===== config.mk =====
export PLATFORM = sky130hd
export DESIGN_NAME = uart_mmio_ctrl
export DESIGN_NICKNAME = d
export VERILOG_FILES = /design/src/rtl/uart_mmio_ctrl.sv
export SDC_FILE = /design/constraint.sdc
export NUM_CORES = 1
export LEC_CHECK = 0
export ABC_AREA = 1
export BUFFER_PORTS_ARGS = -buffer_cell sky130_fd_sc_hd__buf_2
export CAP_MARGIN = 20
export CORE_MARGIN = 2
export CORE_UTILIZATION = 53
export CTS_CLUSTER_SIZE = 16
export DETAILED_ROUTE_END_ITERATION = 12
export PLACE_DENSITY = 0.82
export SYNTH_ARGS = -nofsm -noshare
export SYNTH_HDL_FRONTEND = slang
export SYNTH_SLANG_ARGS = --single-unit
export TNS_END_PERCENT = 50

===== constraint.sdc =====
create_clock -name clk -period 3.3 [get_ports clk]
set_clock_uncertainty 0.1 [all_clocks]
set_input_delay 0.33 -clock clk [delete_from_list [all_inputs] [get_ports clk]]
set_output_delay 0.33 -clock clk [all_outputs]
set_load 0.02 [all_outputs]

===== src/rtl/uart_mmio_ctrl.sv =====
// uart_mmio_ctrl: MMIO bridge between CPU data port and UART with TX/RX FIFOs, status words and cycle/instruction counters
module uart_mmio_ctrl #(
  parameter int TX_DEPTH = 8,
  parameter int RX_DEPTH = 8
) (
  input  logic        clk,
  input  logic        reset,
  input  logic [31:0] cpu_addr,
  input  logic [31:0] cpu_wdata,
  input  logic        cpu_we,
  input  logic        cpu_re,
  output logic [31:0] cpu_rdata,
  input  logic        inst_valid,
  output logic [7:0]  tx_data,
  output logic        tx_valid,
  input  logic        tx_ready,
  input  logic [7:0]  rx_data,
  input  logic        rx_valid,
  output logic        rx_ready
);
  localparam int TW = $clog2(TX_DEPTH);
  localparam int RW = $clog2(RX_DEPTH);
  localparam logic [TW:0] TX_FULL_CNT = (TW + 1)'(TX_DEPTH);
  localparam logic [RW:0] RX_FULL_CNT = (RW + 1)'(RX_DEPTH);
  localparam logic [31:0] A_TS = 32'h8000_0000;
  localparam logic [31:0] A_RS = 32'h8000_0004;
  localparam logic [31:0] A_TX = 32'h8000_0008;
  localparam logic [31:0] A_RX = 32'h8000_000C;
  localparam logic [31:0] A_CY = 32'h8000_0010;
  localparam logic [31:0] A_IN = 32'h8000_0014;
  localparam logic [31:0] A_CL = 32'h8000_0018;
  logic [7:0]    tx_mem [TX_DEPTH];
  logic [7:0]    rx_mem [RX_DEPTH];
  logic [TW-1:0] tx_wp, tx_rp;
  logic [RW-1:0] rx_wp, rx_rp;
  logic [TW:0]   tx_cnt;
  logic [RW:0]   rx_cnt;
  logic          ovf;
  logic [31:0]   cyc, inst;
  logic tx_full, rx_full, rx_ne, tx_push_req, tx_push, tx_pop, rx_cap, rx_pop, ts_wr, clr;
  logic unused_wdata;
  assign unused_wdata = ^cpu_wdata[31:8];
  assign tx_full     = tx_cnt == TX_FULL_CNT;
  assign rx_full     = rx_cnt == RX_FULL_CNT;
  assign rx_ne       = rx_cnt != '0;
  assign tx_valid    = !reset && tx_cnt != '0;
  assign tx_data     = tx_mem[tx_rp];
  assign rx_ready    = !reset && !rx_full;
  assign tx_push_req = !reset && cpu_we && cpu_addr == A_TX;
  assign tx_push     = tx_push_req && !tx_full;
  assign tx_pop      = tx_valid && tx_ready;
  assign rx_cap      = rx_valid && rx_ready;
  assign rx_pop      = !reset && cpu_re && cpu_addr == A_RX && rx_ne;
  assign ts_wr       = cpu_we && cpu_addr == A_TS;
  assign clr         = cpu_we && cpu_addr == A_CL;
  always_comb begin
    cpu_rdata = reset               ? 32'h0 :
                cpu_addr == A_TS    ? {30'h0, ovf, !tx_full} :
                cpu_addr == A_RS    ? {30'h0, rx_full, rx_ne} :
                cpu_addr == A_RX    ? (rx_ne ? {24'h0, rx_mem[rx_rp]} : 32'h0) :
                cpu_addr == A_CY    ? cyc :
                cpu_addr == A_IN    ? inst : 32'h0;
  end
  always_ff @(posedge clk) begin
    if (tx_push) tx_mem[tx_wp] <= cpu_wdata[7:0];
    if (rx_cap) rx_mem[rx_wp] <= rx_data;
  end
  always_ff @(posedge clk) begin
    if (reset) begin
      tx_wp  <= '0;
      tx_rp  <= '0;
      tx_cnt <= '0;
      rx_wp  <= '0;
      rx_rp  <= '0;
      rx_cnt <= '0;
      ovf    <= 1'b0;
      cyc    <= '0;
      inst   <= '0;
    end else begin
      tx_wp  <= tx_push ? tx_wp + TW'(1) : tx_wp;
      tx_rp  <= tx_pop ? tx_rp + TW'(1) : tx_rp;
      tx_cnt <= tx_cnt + (TW + 1)'(tx_push) - (TW + 1)'(tx_pop);
      rx_wp  <= rx_cap ? rx_wp + RW'(1) : rx_wp;
      rx_rp  <= rx_pop ? rx_rp + RW'(1) : rx_rp;
      rx_cnt <= rx_cnt + (RW + 1)'(rx_cap) - (RW + 1)'(rx_pop);
      ovf    <= ts_wr ? 1'b0 : ovf || (tx_push_req && tx_full);
      cyc    <= clr ? '0 : cyc + 32'd1;
      inst   <= clr ? '0 : inst + 32'(inst_valid);
    end
  end
endmodule


== Word level (Yosys, flattened, before mapping) ==
Memories as Yosys holds them, arrays and structs flattened. A register that Yosys moved wholly into a read port is not among the register bits.
Index checks and enable logic that the tools add are counted.
Storage, ports and cells
  memories kept: 2
  register bits: 85
  output and inout port bits: 42
  input bits: 79
  word-level logic and storage cells: 66
  RAM bits: 128
Cells by class
  reductions and logical operators: 21
  eq/ne operators: 9
  add/subtract/negate cells: 10
  multiplexer cells: 15
Memory list
  rx_mem: depth 8, bits a word 8, read ports 1, clocked after Yosys merged registers in 1, wr ports 1, line 33  | logic [7:0] rx_mem [RX_DEPTH];
  tx_mem: depth 8, bits a word 8, read ports 1, clocked after Yosys merged registers in 1, wr ports 1, line 32  | logic [7:0] tx_mem [TX_DEPTH];
Operator list (count)
  $eq 32x32->1 const B: 7
  $mux 32: 6
  $add 32x1->32: 1
  $add 32x1->32 const B: 1
  $logic_and 1x1->1: 13
  $add 3x1->3 const B: 4
  $mux 3: 4
  $add 4x1->4: 2
  $eq 4x4->1 const B: 2
  $mux 8: 1
  $reduce_bool 4->1: 2
  $sub 4x1->4: 2
  $mux 1: 4
  $reduce_or 2->1: 2
  $logic_not 1->1: 3
  $logic_or 1x1->1: 1

== Longest topological paths before layout ==
  depth in word-level cells: 7
  gate-level depth with buffers: 17
  depth with buffers taken out: 17

== Worst setup path after synthesis ==
OpenSTA, ideal clock, no wires.
  path kind: reg2reg
  start: reg tx_cnt[2]
  end: reg tx_cnt[2]
  slack: 827 ps
  setup time: 128 ps
  arrival: 2245 ps
  required time: 3072 ps
  cell stages (with the launch flop): 13
  path buffers: 0
  cells stage by stage: dfxtp_1 -> inv_1 -> ha_1 -> a31oi_1 -> nand2_1 -> inv_1 -> ha_1 -> inv_1 -> ha_1 -> inv_1 -> fa_1 -> xor2_1 -> nor2_1
Between the ends
  elaborated cells between the ends (all ways): 8
  classes of those cells: add/sub: 2; eq/ne: 1; reduce/logical: 5
RTL lines
  start, declared: line 36  | logic [TW:0] tx_cnt;
  start signal, assigned: line 82  | tx_cnt <= tx_cnt + (TW + 1)'(tx_push) - (TW + 1)'(tx_pop);
  $reduce_bool 4->1: line 46  | assign tx_valid = !reset && tx_cnt != '0;
  $logic_and 1x1->1: line 46
  net tx_valid: line 15  | output logic tx_valid,
  $logic_and 1x1->1: line 51  | assign tx_pop = tx_valid && tx_ready;
  net tx_pop: line 40  | logic tx_full, rx_full, rx_ne, tx_push_req, tx_push, tx_pop, rx_cap, rx_pop, ts_wr, clr;
  $sub 4x1->4: line 82
The timed path passes the listed nets, and every way through them passes these cells.
A chain may end at the register's enable or synchronous reset.

==> flow_summary.json <==
{
  "io_buffer_count": 96,
  "drive_gt1_frac": 0.161,
  "dp_hpwl_mm": 16.4,
  "tightest_slew_ns": 0.739,
  "worstSkewPairLatency_ns": 0.50,
  "multiInputGateArea_mm2": 0.00430,
  "gp_congestion": 0.894,
  "status": "complete, no violations",
  "root_buffer": "clkbuf_16",
  "finalCriticalPeriod_ns": 2.99,
  "post_drt_wl_per_cell_um": 14.8,
  "setup-tns-final_ns": 0,
  "power_density_mw_per_mm2": 510,
  "synth_top_area_frac": 0.364,
  "critPathBufInv": 2,
  "avgSynthCellArea_um2": 8.80,
  "relSlewSlack": 0.507,
  "grt_pass1_wl_mm": 38.0,
  "final_cells": 1600,
  "worstPathCellList": "inv_1 > o21ai_0 > o22ai_1 > o211ai_1 > nand2_1 > nand2_1 > nor2_1 > buf_2",
  "antenna_found_initial": 0,
  "start_kind": "register",
  "cts_resized": 0,
  "cts-buffers-inserted": 23,
  "async_reset_ff_frac": 0,
  "critPathTopFamily": "flip-flops",
  "fin_nets": 1418,
  "yosysMostFrequentCell": "nor2_1",
  "finalSetupViolCount": 0,
  "synth.yosys.seq_area_share": 0.536,
  "final_antenna_net_count": 0,
  "cp_max_fo": 20,
  "dp.cells": 1546,
  "synth_edf_count": 128,
  "fin_util": 0.630,
  "grtUsageTotal": 0.217,
  "dieWidth_um": 145,
  "maxCapViolCount": 0,
  "via_count": 8556,
  "fmax_mhz": 334,
  "fill_cells": 1600,
  "synth_seq_cells": 219,
  "max-clock-path-buffers": 3,
  "netlist_area_mm2": 0.0106,
  "regArea_mm2": 0.00567,
  "fp-row-count": 51,
  "grt_pass1_vias": 8005,
  "final_area_mm2": 0.0123,
  "place_area_mm2": 0.0114,
  "syn2layout_area_growth_pct": 16.4,
  "cts_max_level": 1,
  "wirelength_mm": 23.7,
  "synth_nets": 1299,
  "cpMaxStageDelayCell": "dfxtp_1",
  "drt-initial-drc-count": 566,
  "initial_utilization": 0.541,
  "hp-class": "in2reg",
  "synth_cell_types": 49,
  "synth_common_cells": "245 x nor2_1, 191 x nand2_1, 128 x edfxtp_1, 101 x inv_1, 91 x dfxtp_1",
  "cp.required_ns": 2.87,
  "drtPass1Iterations": 5,
  "ys.flop_type": "edfxtp_1",
  "drv_slew": 0,
  "p_leak_uw": 0.00460,
  "grt_max_degree": 35,
  "synth_cells": 1200,
  "max-vdd-ir-drop_uv": 473,
  "rsz0062_at_grt": "false",
  "synth_area_leader_cell": "edfxtp_1",
  "arrival_ns": 2.56,
  "max_stage_delay_ns": 0.77,
  "hold_viol_final": 0,
  "yosys_warnings": 0,
  "cts.sinks": 219,
  "die-height_um": 145,
  "cts.clk_slew.worst_paths_ns": 0.06,
  "core-area_mm2": 0.0195,
  "drc": 0,
  "path_class": "reg2out",
  "tritoncts": "built",
  "period_share": 0.906,
  "routed_via_density": 5.35,
  "timing.critical_path.mode_cell": "nand2_1",
  "diodes": 0,
  "io_pins": 121,
  "synthTopCellsByArea": "edfxtp_1 36%, dfxtp_1 17%, nor2_1 8.7%",
  "grt-ovfl-total": 0,
  "floorplan.die_area_mm2": 0.0211,
  "worstSetupEndpointType": "output port"
}
==> power by group <==
part           internal [µW]  switching (µW)
clock network           1590            1060
registers               2940            27.9
logic                    231             426
==> cell type report <==
| class | instances | area share |
|---|---|---|
| inverters | 107 | 0.0329 |
| flip-flops and latches | 219 | 0.461 |
| clock buffers | 31 | 0.0543 |
| multi-input cells | 834 | 0.350 |
| repair buffers | 134 | 0.0659 |
| clock inverters | 10 | 0.00926 |
| well taps | 265 | 0.0270 |
==> cell families after synthesis <==
kind of cell,Yosys count,synth area share
simple gates,599,0.251
flops,219,0.536
compound gates,185,0.105
buf+inv,147,0.0568
xor+xnor,30,0.0249
fa+ha+maj,20,0.0251
==> metal layers <==
metal	part of all wire	global-route usage	vias up
li1	-	-	4290
met1	0.42	0.289	3956
met2	0.49	0.375	269
met3	0.066	0.0277	41
met4	0.020	0.0564	0
met5	0	0	-
==> timing repair <==
action                                  in CTS  in global routing
endpoints found under the setup margin       0                  0
endpoints found under the hold margin       97                  0
setup buffers                                0                  0
hold buffers                                13                  0
==> cells in the final DEF (no fill, tap or decap), types with 10 or more instances in the layout <==
cell type / count
nor2_1: 245
nand2_1: 191
edfxtp_1: 128
inv_1: 101
buf_2: 96
dfxtp_1: 91
o21ai_0: 79
nand3_1: 48
a21oi_1: 40
nor3_1: 32
clkbuf_16: 25
buf_4: 24
xor2_1: 23
nand4_1: 18
ha_1: 18
a211oi_1: 16
nor2_2: 14
dlygate4sd3_1: 13
o22ai_1: 11
a31oi_1: 10
==> metrics by stage <==
step	setup WS [ns]	total power (µW)	hold slack, ns
3_5_place_dp	0.521	3670	0.352
3_3_place_gp	0.571	3650	0.325
2_1_floorplan	0.827	3450	0.312
5_1_grt	0.113	6480	0.0158
6_report	0.310	6280	0.0260
4_1_cts	0.292	6310	0.00108
==> worst register-to-register path: stages (launching register included) <==
cell and delay [ns]:
dfxtp_1 0.31, inv_1 0.07, ha_1 0.20, nand3_1 0.08, buf_4 0.20, inv_1 0.09
nor3_1 0.22, nand2_1 0.14, nand2_1 0.07, nand2_1 0.05, ha_1 0.21, fa_1 0.39
xnor2_1 0.14, nor2_1 0.05
==> path summary, 6_finish.rpt <==
| check | from | end | slack [ns] | depth (start not counted) |
|---|---|---|---|---|
| max reg2reg | rx_cnt[2] | rx_cnt[2] | 0.85 | 13 |
| min reg2reg | tx_rp[2] | register | 0.36 | 1 |
| max | register | cpu_rdata[5] | 0.31 | 8 |
| min | cpu_wdata[0] | tx_mem[3][0] | 0.03 | 1 |
==> sequential cells by signal, indices dropped and copies added, names as in the netlist, named ones only <==
register / count
tx_cnt: 4
inst: 32
rx_rp: 3
tx_mem: 64
tx_rp: 3
rx_wp: 3
tx_wp: 3
rx_cnt: 4
rx_mem: 64
ovf: 1
cyc: 32
Note: power is estimated with default switching activity, not from simulation.
